$ cat src/rtl/mem_arb_pkg.sv
// Shared types and constants for the unified-memory port arbiter.
package mem_arb_pkg;

  typedef enum logic [1:0] {
    IDLE  = 2'd0,
    ISSUE = 2'd1,
    RESP  = 2'd2
  } state_e;

  localparam logic OWN_IF = 1'b0;
  localparam logic OWN_D  = 1'b1;

  // Width of a counter that must be able to hold the value 'limit'.
  function automatic int cnt_width(input int limit);
    return $clog2(limit + 1);
  endfunction

endpackage

$ cat src/rtl/mem_port_arbiter_if.sv
// Requester handshakes and memory data-port signals of the arbiter.
// Handshake: a requester raises *_req with stable operands and holds it until
// the one-cycle *_ack; the matching one-cycle *_valid follows on the next
// cycle with *_rdata, which then holds until that requester's next valid.
interface mem_port_arbiter_if #(
  parameter int MEM_WIDTH = 32,
  parameter int AW        = 8
);

  logic                 if_req;
  logic [AW-1:0]        if_addr;
  logic                 if_ack;
  logic                 if_valid;
  logic [MEM_WIDTH-1:0] if_rdata;

  logic                 d_req;
  logic                 d_we;
  logic [AW-1:0]        d_addr;
  logic [MEM_WIDTH-1:0] d_wdata;
  logic                 d_ack;
  logic                 d_valid;
  logic [MEM_WIDTH-1:0] d_rdata;

  logic [AW-1:0]        mem_addr;
  logic                 mem_read_en;
  logic                 mem_write_en;
  logic [MEM_WIDTH-1:0] mem_write_val;
  logic [MEM_WIDTH-1:0] mem_read_val;

  modport slave (
    input  if_req, if_addr, d_req, d_we, d_addr, d_wdata, mem_read_val,
    output if_ack, if_valid, if_rdata, d_ack, d_valid, d_rdata,
           mem_addr, mem_read_en, mem_write_en, mem_write_val
  );

  modport master (
    output if_req, if_addr, d_req, d_we, d_addr, d_wdata, mem_read_val,
    input  if_ack, if_valid, if_rdata, d_ack, d_valid, d_rdata,
           mem_addr, mem_read_en, mem_write_en, mem_write_val
  );

endinterface

$ cat src/rtl/mem_arb_select.sv
// Winner pick between fetch and data requesters plus next starvation count.
module mem_arb_select
  import mem_arb_pkg::*;
#(
  parameter  int STARVE_LIMIT = 4,
  localparam int CW           = cnt_width(STARVE_LIMIT)
) (
  input  logic          if_req,
  input  logic          d_req,
  input  logic [CW-1:0] starve_cnt,
  output logic          grant,
  output logic          owner,
  output logic [CW-1:0] starve_nxt
);

  localparam logic [CW-1:0] LIMIT = CW'(STARVE_LIMIT);

  logic starved;

  assign starved = (starve_cnt == LIMIT);

  always_comb begin
    grant      = if_req | d_req;
    owner      = OWN_D;
    starve_nxt = '0;
    if (if_req && d_req) begin
      owner = starved ? OWN_IF : OWN_D;
    end else if (if_req) begin
      owner = OWN_IF;
    end
    // Only a data grant that overtakes a waiting fetch advances the count.
    if (if_req && owner == OWN_D) begin
      starve_nxt = starved ? starve_cnt : starve_cnt + CW'(1);
    end
  end

endmodule

$ cat src/rtl/mem_port_arbiter.sv
// Shares one memory data port between instruction fetch and load/store,
// data first, with a starvation guard that forces fetch progress.
module mem_port_arbiter
  import mem_arb_pkg::*;
#(
  parameter  int MEM_WIDTH    = 32,
  parameter  int MEM_SIZE     = 256,
  parameter  int STARVE_LIMIT = 4,
  localparam int AW           = $clog2(MEM_SIZE),
  localparam int CW           = cnt_width(STARVE_LIMIT)
) (
  input  logic                 clk,
  input  logic                 reset,
  mem_port_arbiter_if.slave    bus,
  output state_e               state_dbg,
  output logic [CW-1:0]        starve_cnt_dbg
);

  state_e               state_q, state_d;
  logic                 arb_en;
  logic                 grant;
  logic                 win_owner;
  logic [CW-1:0]        starve_q, starve_nxt;

  logic                 owner_q;
  logic                 we_q;
  logic [AW-1:0]        addr_q;
  logic [MEM_WIDTH-1:0] wdata_q;
  logic [MEM_WIDTH-1:0] if_rdata_q;
  logic [MEM_WIDTH-1:0] d_rdata_q;

  logic if_ack_q, if_ack_d;
  logic d_ack_q, d_ack_d;
  logic rd_en_q, rd_en_d;
  logic wr_en_q, wr_en_d;
  logic if_valid_q, if_valid_d;
  logic d_valid_q, d_valid_d;

  mem_arb_select #(
    .STARVE_LIMIT (STARVE_LIMIT)
  ) u_select (
    .if_req     (bus.if_req),
    .d_req      (bus.d_req),
    .starve_cnt (starve_q),
    .grant      (grant),
    .owner      (win_owner),
    .starve_nxt (starve_nxt)
  );

  always_ff @(posedge clk or negedge reset) begin
    if (!reset) begin
      state_q    <= IDLE;
      if_ack_q   <= 1'b0;
      d_ack_q    <= 1'b0;
      rd_en_q    <= 1'b0;
      wr_en_q    <= 1'b0;
      if_valid_q <= 1'b0;
      d_valid_q  <= 1'b0;
    end else begin
      state_q    <= state_d;
      if_ack_q   <= if_ack_d;
      d_ack_q    <= d_ack_d;
      rd_en_q    <= rd_en_d;
      wr_en_q    <= wr_en_d;
      if_valid_q <= if_valid_d;
      d_valid_q  <= d_valid_d;
    end
  end

  // Pulses are computed one cycle ahead so every output leaves a flop.
  always_comb begin
    state_d    = state_q;
    arb_en     = 1'b0;
    if_ack_d   = 1'b0;
    d_ack_d    = 1'b0;
    rd_en_d    = 1'b0;
    wr_en_d    = 1'b0;
    if_valid_d = 1'b0;
    d_valid_d  = 1'b0;
    case (state_q)
      IDLE, RESP: begin
        arb_en = 1'b1;
        if (grant) begin
          state_d = ISSUE;
          if (win_owner == OWN_IF) begin
            if_ack_d = 1'b1;
            rd_en_d  = 1'b1;
          end else begin
            d_ack_d = 1'b1;
            wr_en_d = bus.d_we;
            rd_en_d = !bus.d_we;
          end
        end else begin
          state_d = IDLE;
        end
      end
      ISSUE: begin
        state_d    = RESP;
        if_valid_d = (owner_q == OWN_IF);
        d_valid_d  = (owner_q == OWN_D);
      end
      default: state_d = IDLE;
    endcase
  end

  always_ff @(posedge clk or negedge reset) begin
    if (!reset) begin
      starve_q   <= '0;
      owner_q    <= OWN_IF;
      we_q       <= 1'b0;
      addr_q     <= '0;
      wdata_q    <= '0;
      if_rdata_q <= '0;
      d_rdata_q  <= '0;
    end else begin
      if (arb_en) begin
        starve_q <= starve_nxt;
      end
      if (arb_en && grant) begin
        owner_q <= win_owner;
        if (win_owner == OWN_IF) begin
          we_q   <= 1'b0;
          addr_q <= bus.if_addr;
        end else begin
          we_q   <= bus.d_we;
          addr_q <= bus.d_addr;
          if (bus.d_we) begin
            wdata_q <= bus.d_wdata;
          end
        end
      end
      if (state_q == ISSUE) begin
        if (owner_q == OWN_IF) begin
          if_rdata_q <= bus.mem_read_val;
        end else begin
          d_rdata_q <= we_q ? '0 : bus.mem_read_val;
        end
      end
    end
  end

  assign bus.if_ack        = if_ack_q;
  assign bus.if_valid      = if_valid_q;
  assign bus.if_rdata      = if_rdata_q;
  assign bus.d_ack         = d_ack_q;
  assign bus.d_valid       = d_valid_q;
  assign bus.d_rdata       = d_rdata_q;
  assign bus.mem_addr      = addr_q;
  assign bus.mem_read_en   = rd_en_q;
  assign bus.mem_write_en  = wr_en_q;
  assign bus.mem_write_val = wdata_q;

  assign state_dbg      = state_q;
  assign starve_cnt_dbg = starve_q;

endmodule

$ cat src/flat_wrapper.sv
// flat-port wrapper written by rule: the top's interface ports become plain ports
module mem_port_arbiter_flat import mem_arb_pkg::*;
#(
  parameter  int MEM_WIDTH    = 32,
  parameter  int MEM_SIZE     = 256,
  parameter  int STARVE_LIMIT = 4,
  localparam int AW           = $clog2(MEM_SIZE),
  localparam int CW           = cnt_width(STARVE_LIMIT)
)
  (clk, reset, state_dbg, starve_cnt_dbg, bus_if_req, bus_if_addr, bus_d_req, bus_d_we, bus_d_addr, bus_d_wdata, bus_mem_read_val, bus_if_ack, bus_if_valid, bus_if_rdata, bus_d_ack, bus_d_valid, bus_d_rdata, bus_mem_addr, bus_mem_read_en, bus_mem_write_en, bus_mem_write_val);
  mem_port_arbiter_if #(.MEM_WIDTH(MEM_WIDTH), .AW((8))) bus_i ();
  input  logic clk;
  input  logic reset;
  output state_e state_dbg;
  output logic [CW-1:0] starve_cnt_dbg;
  input wire logic [$bits(bus_i.if_req)-1:0] bus_if_req;
  input wire logic [$bits(bus_i.if_addr)-1:0] bus_if_addr;
  input wire logic [$bits(bus_i.d_req)-1:0] bus_d_req;
  input wire logic [$bits(bus_i.d_we)-1:0] bus_d_we;
  input wire logic [$bits(bus_i.d_addr)-1:0] bus_d_addr;
  input wire logic [$bits(bus_i.d_wdata)-1:0] bus_d_wdata;
  input wire logic [$bits(bus_i.mem_read_val)-1:0] bus_mem_read_val;
  output wire logic [$bits(bus_i.if_ack)-1:0] bus_if_ack;
  output wire logic [$bits(bus_i.if_valid)-1:0] bus_if_valid;
  output wire logic [$bits(bus_i.if_rdata)-1:0] bus_if_rdata;
  output wire logic [$bits(bus_i.d_ack)-1:0] bus_d_ack;
  output wire logic [$bits(bus_i.d_valid)-1:0] bus_d_valid;
  output wire logic [$bits(bus_i.d_rdata)-1:0] bus_d_rdata;
  output wire logic [$bits(bus_i.mem_addr)-1:0] bus_mem_addr;
  output wire logic [$bits(bus_i.mem_read_en)-1:0] bus_mem_read_en;
  output wire logic [$bits(bus_i.mem_write_en)-1:0] bus_mem_write_en;
  output wire logic [$bits(bus_i.mem_write_val)-1:0] bus_mem_write_val;
  assign bus_i.if_req = bus_if_req;
  assign bus_i.if_addr = bus_if_addr;
  assign bus_i.d_req = bus_d_req;
  assign bus_i.d_we = bus_d_we;
  assign bus_i.d_addr = bus_d_addr;
  assign bus_i.d_wdata = bus_d_wdata;
  assign bus_i.mem_read_val = bus_mem_read_val;
  assign bus_if_ack = bus_i.if_ack;
  assign bus_if_valid = bus_i.if_valid;
  assign bus_if_rdata = bus_i.if_rdata;
  assign bus_d_ack = bus_i.d_ack;
  assign bus_d_valid = bus_i.d_valid;
  assign bus_d_rdata = bus_i.d_rdata;
  assign bus_mem_addr = bus_i.mem_addr;
  assign bus_mem_read_en = bus_i.mem_read_en;
  assign bus_mem_write_en = bus_i.mem_write_en;
  assign bus_mem_write_val = bus_i.mem_write_val;
  mem_port_arbiter #(.MEM_WIDTH(MEM_WIDTH), .MEM_SIZE(MEM_SIZE), .STARVE_LIMIT(STARVE_LIMIT)) u_core (.clk(clk), .reset(reset), .bus(bus_i), .state_dbg(state_dbg), .starve_cnt_dbg(starve_cnt_dbg));
endmodule
$ cat config.mk
export PLATFORM = sky130hd
export DESIGN_NAME = mem_port_arbiter_flat
export DESIGN_NICKNAME = d
export VERILOG_FILES = /design/src/rtl/mem_arb_pkg.sv /design/src/rtl/mem_port_arbiter_if.sv /design/src/rtl/mem_arb_select.sv /design/src/rtl/mem_port_arbiter.sv /design/src/flat_wrapper.sv
export SDC_FILE = /design/constraint.sdc
export NUM_CORES = 1
export LEC_CHECK = 0
export CAP_MARGIN = 20
export CORE_ASPECT_RATIO = 1.1
export CORE_UTILIZATION = 44
export CTS_BUF_LIST = sky130_fd_sc_hd__clkbuf_8
export CTS_CLUSTER_DIAMETER = 150
export DETAILED_ROUTE_END_ITERATION = 10
export GPL_TIMING_DRIVEN = 0
export PLACE_DENSITY_LB_ADDON = 0.08
export SLEW_MARGIN = 20
export SYNTH_ARGS = -nofsm -noshare
export SYNTH_HDL_FRONTEND = slang
export SYNTH_SLANG_ARGS = --single-unit
$ cat constraint.sdc
create_clock -name clk -period 2.2 [get_ports clk]
set_input_delay 0.44 -clock clk [delete_from_list [all_inputs] [get_ports clk]]
set_output_delay 0.44 -clock clk [all_outputs]
set_load 0.05 [all_outputs]
# Word-level counts from Yosys, hierarchy flattened
# Index checks and enable logic that the tools add are counted.
[word_totals]
reg_bits = 117
latch_bits = 0
ram_bits = 0
mem_bits_ro = 0
inputBits = 85
wordCells = 55
mem_count = 0
[op_classes]
n_addsub = 1
multipliers = 0
div = 0
magnitude_cmp = 0
eq_ne = 4
n_shift = 0
n_mux = 24
n_bitwise = 2
reduce_logical = 10
[op_table]
columns = ["op", "count"]
rows = [
  ["$mux 32", 1],
  ["$mux 1", 19],
  ["$mux 8", 1],
  ["$mux 3", 2],
  ["$reduce_and 2->1", 3],
  ["$pmux 2 s2", 1],
  ["$add 3x1->3 const B", 1],
  ["$eq 3x3->1 const B", 1],
  ["$logic_and 1x1->1", 3],
  ["$reduce_and 3->1", 1],
  ["$eq 2x1->1 const B", 1],
  ["$eq 2x2->1 const B", 1],
  ["$logic_not 2->1", 1],
  ["$ne 2x2->1 const B", 1],
  ["$reduce_or 2->1", 1],
  ["$logic_not 1->1", 1],
  ["$not 1->1", 1],
  ["$or 1x1->1", 1],
]

# Depth between registers and ports, before layout
[depth]
word_depth = 6
ltp_mapped = 7
mapped_depth_nobuf = 5

# By module
# A second synthesis with hierarchy kept.
[unflattened]
hier_cells = 305
area_unflattened_um2 = 4734.5
[by_module_without_submodules]
columns = ["module", "instances", "cells_each", "area_each_um2", "seq_area_each_um2"]
rows = [
  ["mem_port_arbiter", 1, 292, 4638.2, 2927.8],
  ["mem_arb_select", 1, 13, 96.3, 0.0],
]

# Worst setup path after synthesis
# Ideal clock, no wire load.
[synth_timing]
path_type = "flip-flop to flip-flop"
startpoint = "reg u_core.starve_q[0], in the netlist u_core.starve_cnt_dbg[0]"
endpoint = "reg u_core.wdata_q[10], in the netlist u_core.bus.mem_write_val[10]"
setup_time_ns = 0.125
arrival_time_ns = 1.992
t_required_ns = 2.075
path_slack_ns = 0.083
path_stages_with_launch = 6
n_path_buf = 1
synth_period_minus_slack_ns = 2.117
cell_sequence = "dfrtp_1 -> inv_1 -> ha_1 -> a311oi_4 -> buf_6 -> mux2_4"
[synth_via]
elab_chain_cells = 4
[synth_lines]
columns = ["element", "line_no", "source"]
rows = [
  ["start: declaration", "mem_port_arbiter.sv:23", "logic [CW-1:0] starve_q, starve_nxt;"],
  ["start signal: assignment", "mem_port_arbiter.sv:117", "starve_q <= starve_nxt;"],
  ["$eq 3x3->1", "mem_arb_select.sv:20", "assign starved = (starve_cnt == LIMIT);"],
  ["$mux 1", "mem_arb_select.sv:27", "owner = starved ? OWN_IF : OWN_D;"],
  ["$mux 1", "mem_arb_select.sv:26", "if (if_req && d_req) begin"],
  ["$reduce_and 3->1 (no source line)", "--", ""],
  ["end signal: assignment", "mem_port_arbiter.sv:128", "wdata_q <= bus.d_wdata;"],
  ["end: declaration", "mem_port_arbiter.sv:28", "logic [MEM_WIDTH-1:0] wdata_q;"],
]
# Every way passes these cells.
# A chain may end at the register's enable or synchronous reset.

# Worst setup path after layout
[layout_timing]
startpoint = "reg u_core.starve_q[1], in the netlist u_core.starve_cnt_dbg[1]"
endpoint = "out starve_cnt_dbg[1]"
[layout_lines]
columns = ["element", "line_no", "source"]
rows = [
  ["end: declaration", "flat_wrapper.sv:15", "output logic [CW-1:0] starve_cnt_dbg;"],
]
# No word-level cell between the ends.

==> impl_summary.log <==
INFO  metric grt_setup_unrepaired = no
INFO  metric post_synth_num_cell_types = 31
INFO  metric timing.critical_path.slowest_cell_delay = about 840 ps
INFO  metric grt_util_all_layers = 0.2225
INFO  metric clock-skew-final = between 6 and 7 ps
INFO  metric drive_above_1_share = 0.1776
INFO  metric io_buffer_count = approximately 200
INFO  metric final-hold-violation-count = 0
INFO  metric critical_path_peak_fanout = 4
INFO  metric clock_sink_count = around 120
INFO  metric final-max-slew-violation-count = 0
INFO  metric cp_num_cells = 1
INFO  metric crit_path_end_kind = primary output
INFO  metric synth_area = 0.004793 mm²
INFO  metric die_y = ~110 µm
INFO  metric grt_first_pass_wirelength = between 15000 and 20000 µm
INFO  metric floorplan.initialDensity = 0.4569
INFO  metric postSynthRegisterBits = around 120
INFO  metric critical_path_arrival = 1660 ps
INFO  metric worstPathRequired = between 1500 and 2000 ps
INFO  metric crit_path_start = u_core.starve_cnt_dbg[1]
INFO  metric core = ~0.010 mm²
INFO  metric register_clock_pin_slew_on_the_reported_worst_setup_and_hold_paths = roughly 60 ps
INFO  metric clock_tree_from_tritoncts = yes
INFO  metric reg2reg_from = u_core.starve_cnt_dbg[0]
INFO  metric layout.cells.most_common_list = clkdlybuf4s50_1 (195), dfrtp_1 (117), nand2_1 (55), o21ai_0 (33)
INFO  metric num_vias = 3580
INFO  metric hold_ws = roughly 480 ps
INFO  metric number_of_antenna_violations_at_the_first_check_in_global_routing = 0
INFO  metric path_class = register to primary output
INFO  metric worst_path_top_cell_family_by_delay = buffers and inverters
INFO  metric synthCells = ~370
INFO  metric worstMarginPinSlew = around 560 ps
INFO  metric r2r_slack = approximately 190 ps
INFO  metric synth-seq-area-share = 0.6108
INFO  metric cts_buffer_depth = 2
INFO  metric async_reset_ff_frac = 1.000
INFO  metric gp_routability_congestion = 0.7479
INFO  metric layout.cell_area.non_filler = about 0.0074 mm²
INFO  metric die_area = 0.01132 mm²
INFO  metric worst_hold_path_type = register to register
INFO  metric grt_start_max_net_pins = 75
INFO  metric finish.net_count = around 670
INFO  metric ioPinCount = 200
INFO  metric h-tree-depth = 4
INFO  metric postSynth.topFlopCell = dfrtp_1
INFO  metric drtPass1Iterations = 4
INFO  metric critical_path.startpoint_type = register
INFO  metric layout_setup_ws = 95.25 ps
INFO  metric die_w = 101.5 µm
INFO  metric clock_tree.root_cell = clkbuf_8
INFO  metric vdd_ir_drop_max = between 0.8 and 0.9 mV
INFO  metric report.power.total = about 10000 µW
INFO  metric place_hpwl = about 8500 µm
INFO  metric outcome = complete, no violations
INFO  metric r2r_end = u_core.bus.mem_write_val[5]
INFO  metric areaGrowthSynthToFinish = 53.35%
INFO  metric synth.avg_cell_area = 13.10 µm²
INFO  metric setup_tns = 0 ps
INFO  metric fillers = ~790
INFO  metric via_count_of_the_first_global_routing_pass = approximately 3700
INFO  metric drv.max_cap_violation_count = 0
INFO  metric initialDrtViolationCount = between 100 and 150
INFO  metric maximum_clock_rate = approximately 480 MHz
INFO  metric mappedNetlistNets = roughly 450
INFO  metric place_area = approximately 0.007 mm²
INFO  metric p_leak = between 0.003 and 0.004 µW
INFO  metric grt_remaining_overflow = 0
INFO  metric report.final.setup_viol = 0
INFO  metric worst_skew_pair.late_latency = ~430 ps
INFO  metric dpl_worst_slack = -125.2 ps
INFO  metric timing.reg2reg.worst_path_depth = 5
INFO  metric post-route-period-util = 0.9567
INFO  metric via_per_inst = just under 5
INFO  metric placementRows = 39
INFO  metric timing.slew.headroom = 0.6272
INFO  metric crit_slowest_cell = clkdlybuf4s50_1
INFO  metric post-route-drc-count = 0
INFO  metric synth_edf_count = 0
INFO  metric power.density_cell_area = 1379 mW/mm²
INFO  metric drt_wl_total = 11560 µm
INFO  metric crit_path_cell_trace = clkdlybuf4s50_1
INFO  metric tritoncts.num_buffers = 17
INFO  metric yosys_warnings = 0
INFO  metric routedWlPerCell = between 15 and 20 µm
INFO  metric timing.final.crit_period = about 2100 ps
INFO  metric setup.worst_path.end = starve_cnt_dbg[1]
INFO  metric layout_commonest_cell = clkdlybuf4s50_1
INFO  metric drtAntennaViolNets = 0
INFO  metric cp_num_buf_inv = 1
INFO  metric antenna_cells = 0
==> repair_timing <==
action,in CTS,in global routing
hold buffers,1,0
cloned,0,0
gates resized for setup,1,2
setup endpoints to repair,1,2
endpoints found under the hold margin,43,0
buffers inserted,0,0
==> kinds of logic (layout without fill, tap and decap cells) <==
| family | Yosys count | in the layout | synth area share |
|---|---|---|---|
| flip-flops | 117 | 117 | 0.6108 |
| AND/OR/NAND/NOR | 107 | 107 | 0.1112 |
| multiplexers | 64 | 64 | 0.1754 |
| AO/OA/AOI/OAI | 49 | 49 | 0.06291 |
| buffers and inverters | 27 | 258 | 0.03445 |
| adder cells (fa/ha/maj) | 2 | 2 | 0.005220 |
==> synth_stat cells (all sizes together), types with 2 or more instances <==
master  number  share of area
buf         11          0.022
clkbuf      12         0.0094
dfrtp      117           0.61
ha           2         0.0052
inv          4         0.0031
mux2        64           0.18
nand2       56          0.044
nand2b      32          0.042
nand3        2         0.0021
nand4        8          0.010
nor2         3         0.0023
nor2b        2         0.0042
o211ai       9          0.014
o21ai       34          0.035
==> metal layers <==
| metal | share of wire | track usage | up-vias |
|---|---|---|---|
| li1 | - | - | 1676 |
| met5 | 0 | 0 | - |
| met4 | 0.019 | 0.09662 | 0 |
| met2 | 0.51 | 0.3617 | 121 |
| met1 | 0.41 | 0.2698 | 1763 |
| met3 | 0.060 | 0.06968 | 20 |
==> power by group <==
| group | switching, µW | internal (µW) | total, µW |
|---|---|---|---|
| combinational | 3310 | 1880 | 5190 |
| clock | 778 | 939 | 1720 |
| sequential | 378 | 2850 | 3230 |
| total | 4470 | 5670 | 10100 |
==> flip-flops by register name (all words and copies together) (netlist names), 2 cells and up <==
signal,count
u_core.bus.if_rdata,32
u_core.state_dbg,2
u_core.bus.mem_write_val,32
u_core.bus.mem_addr,8
u_core.starve_cnt_dbg,3
u_core.bus.d_rdata,32
==> area by class of cell <==
type / count / area (µm²) / area share
Timing Repair Buffer: 201 / 2034 / 0.2768
Inverter: 4 / 15.01 / 0.002043
Multi-Input combinational cell: 222 / 1700 / 0.2313
Tap cell: 143 / 178.9 / 0.02434
Clock buffer: 20 / 275.3 / 0.03745
Sequential cell: 117 / 2928 / 0.3983
Clock inverter: 10 / 68.82 / 0.009362
Buffer: 23 / 150.1 / 0.02043
==> through the flow <==
step           std cells  utilization
2_1_floorplan        366            -
3_3_place_gp         708       0.6638
3_5_place_dp         709       0.6665
4_1_cts              740       0.7002
5_1_grt              740       0.7007
6_report             740       0.7007
==> worst min-delay path by stage <==
| stage | depth (start not counted) | startpoint | end |
|---|---|---|---|
| global placement | 2 | u_core.bus.d_rdata[18] | u_core.bus.d_rdata[18] |
| global route | 2 | u_core.bus.d_rdata[18] | u_core.bus.d_rdata[18] |
| finish | 2 | u_core.bus.d_rdata[2] | u_core.bus.d_rdata[2] |
| detailed placement | 1 | reset | u_core.bus.if_rdata[3] |
| CTS | 2 | u_core.bus.d_rdata[2] | u_core.bus.d_rdata[2] |
| floorplan | 0 | reset | u_core.bus.d_ack |
==> worst min-delay path, cell delays in order (launching register included) <==
cell     delay (ps)
dfrtp_1         340
nand2_1          50
o21ai_0          60
Power figures use the tool's default switching activity.
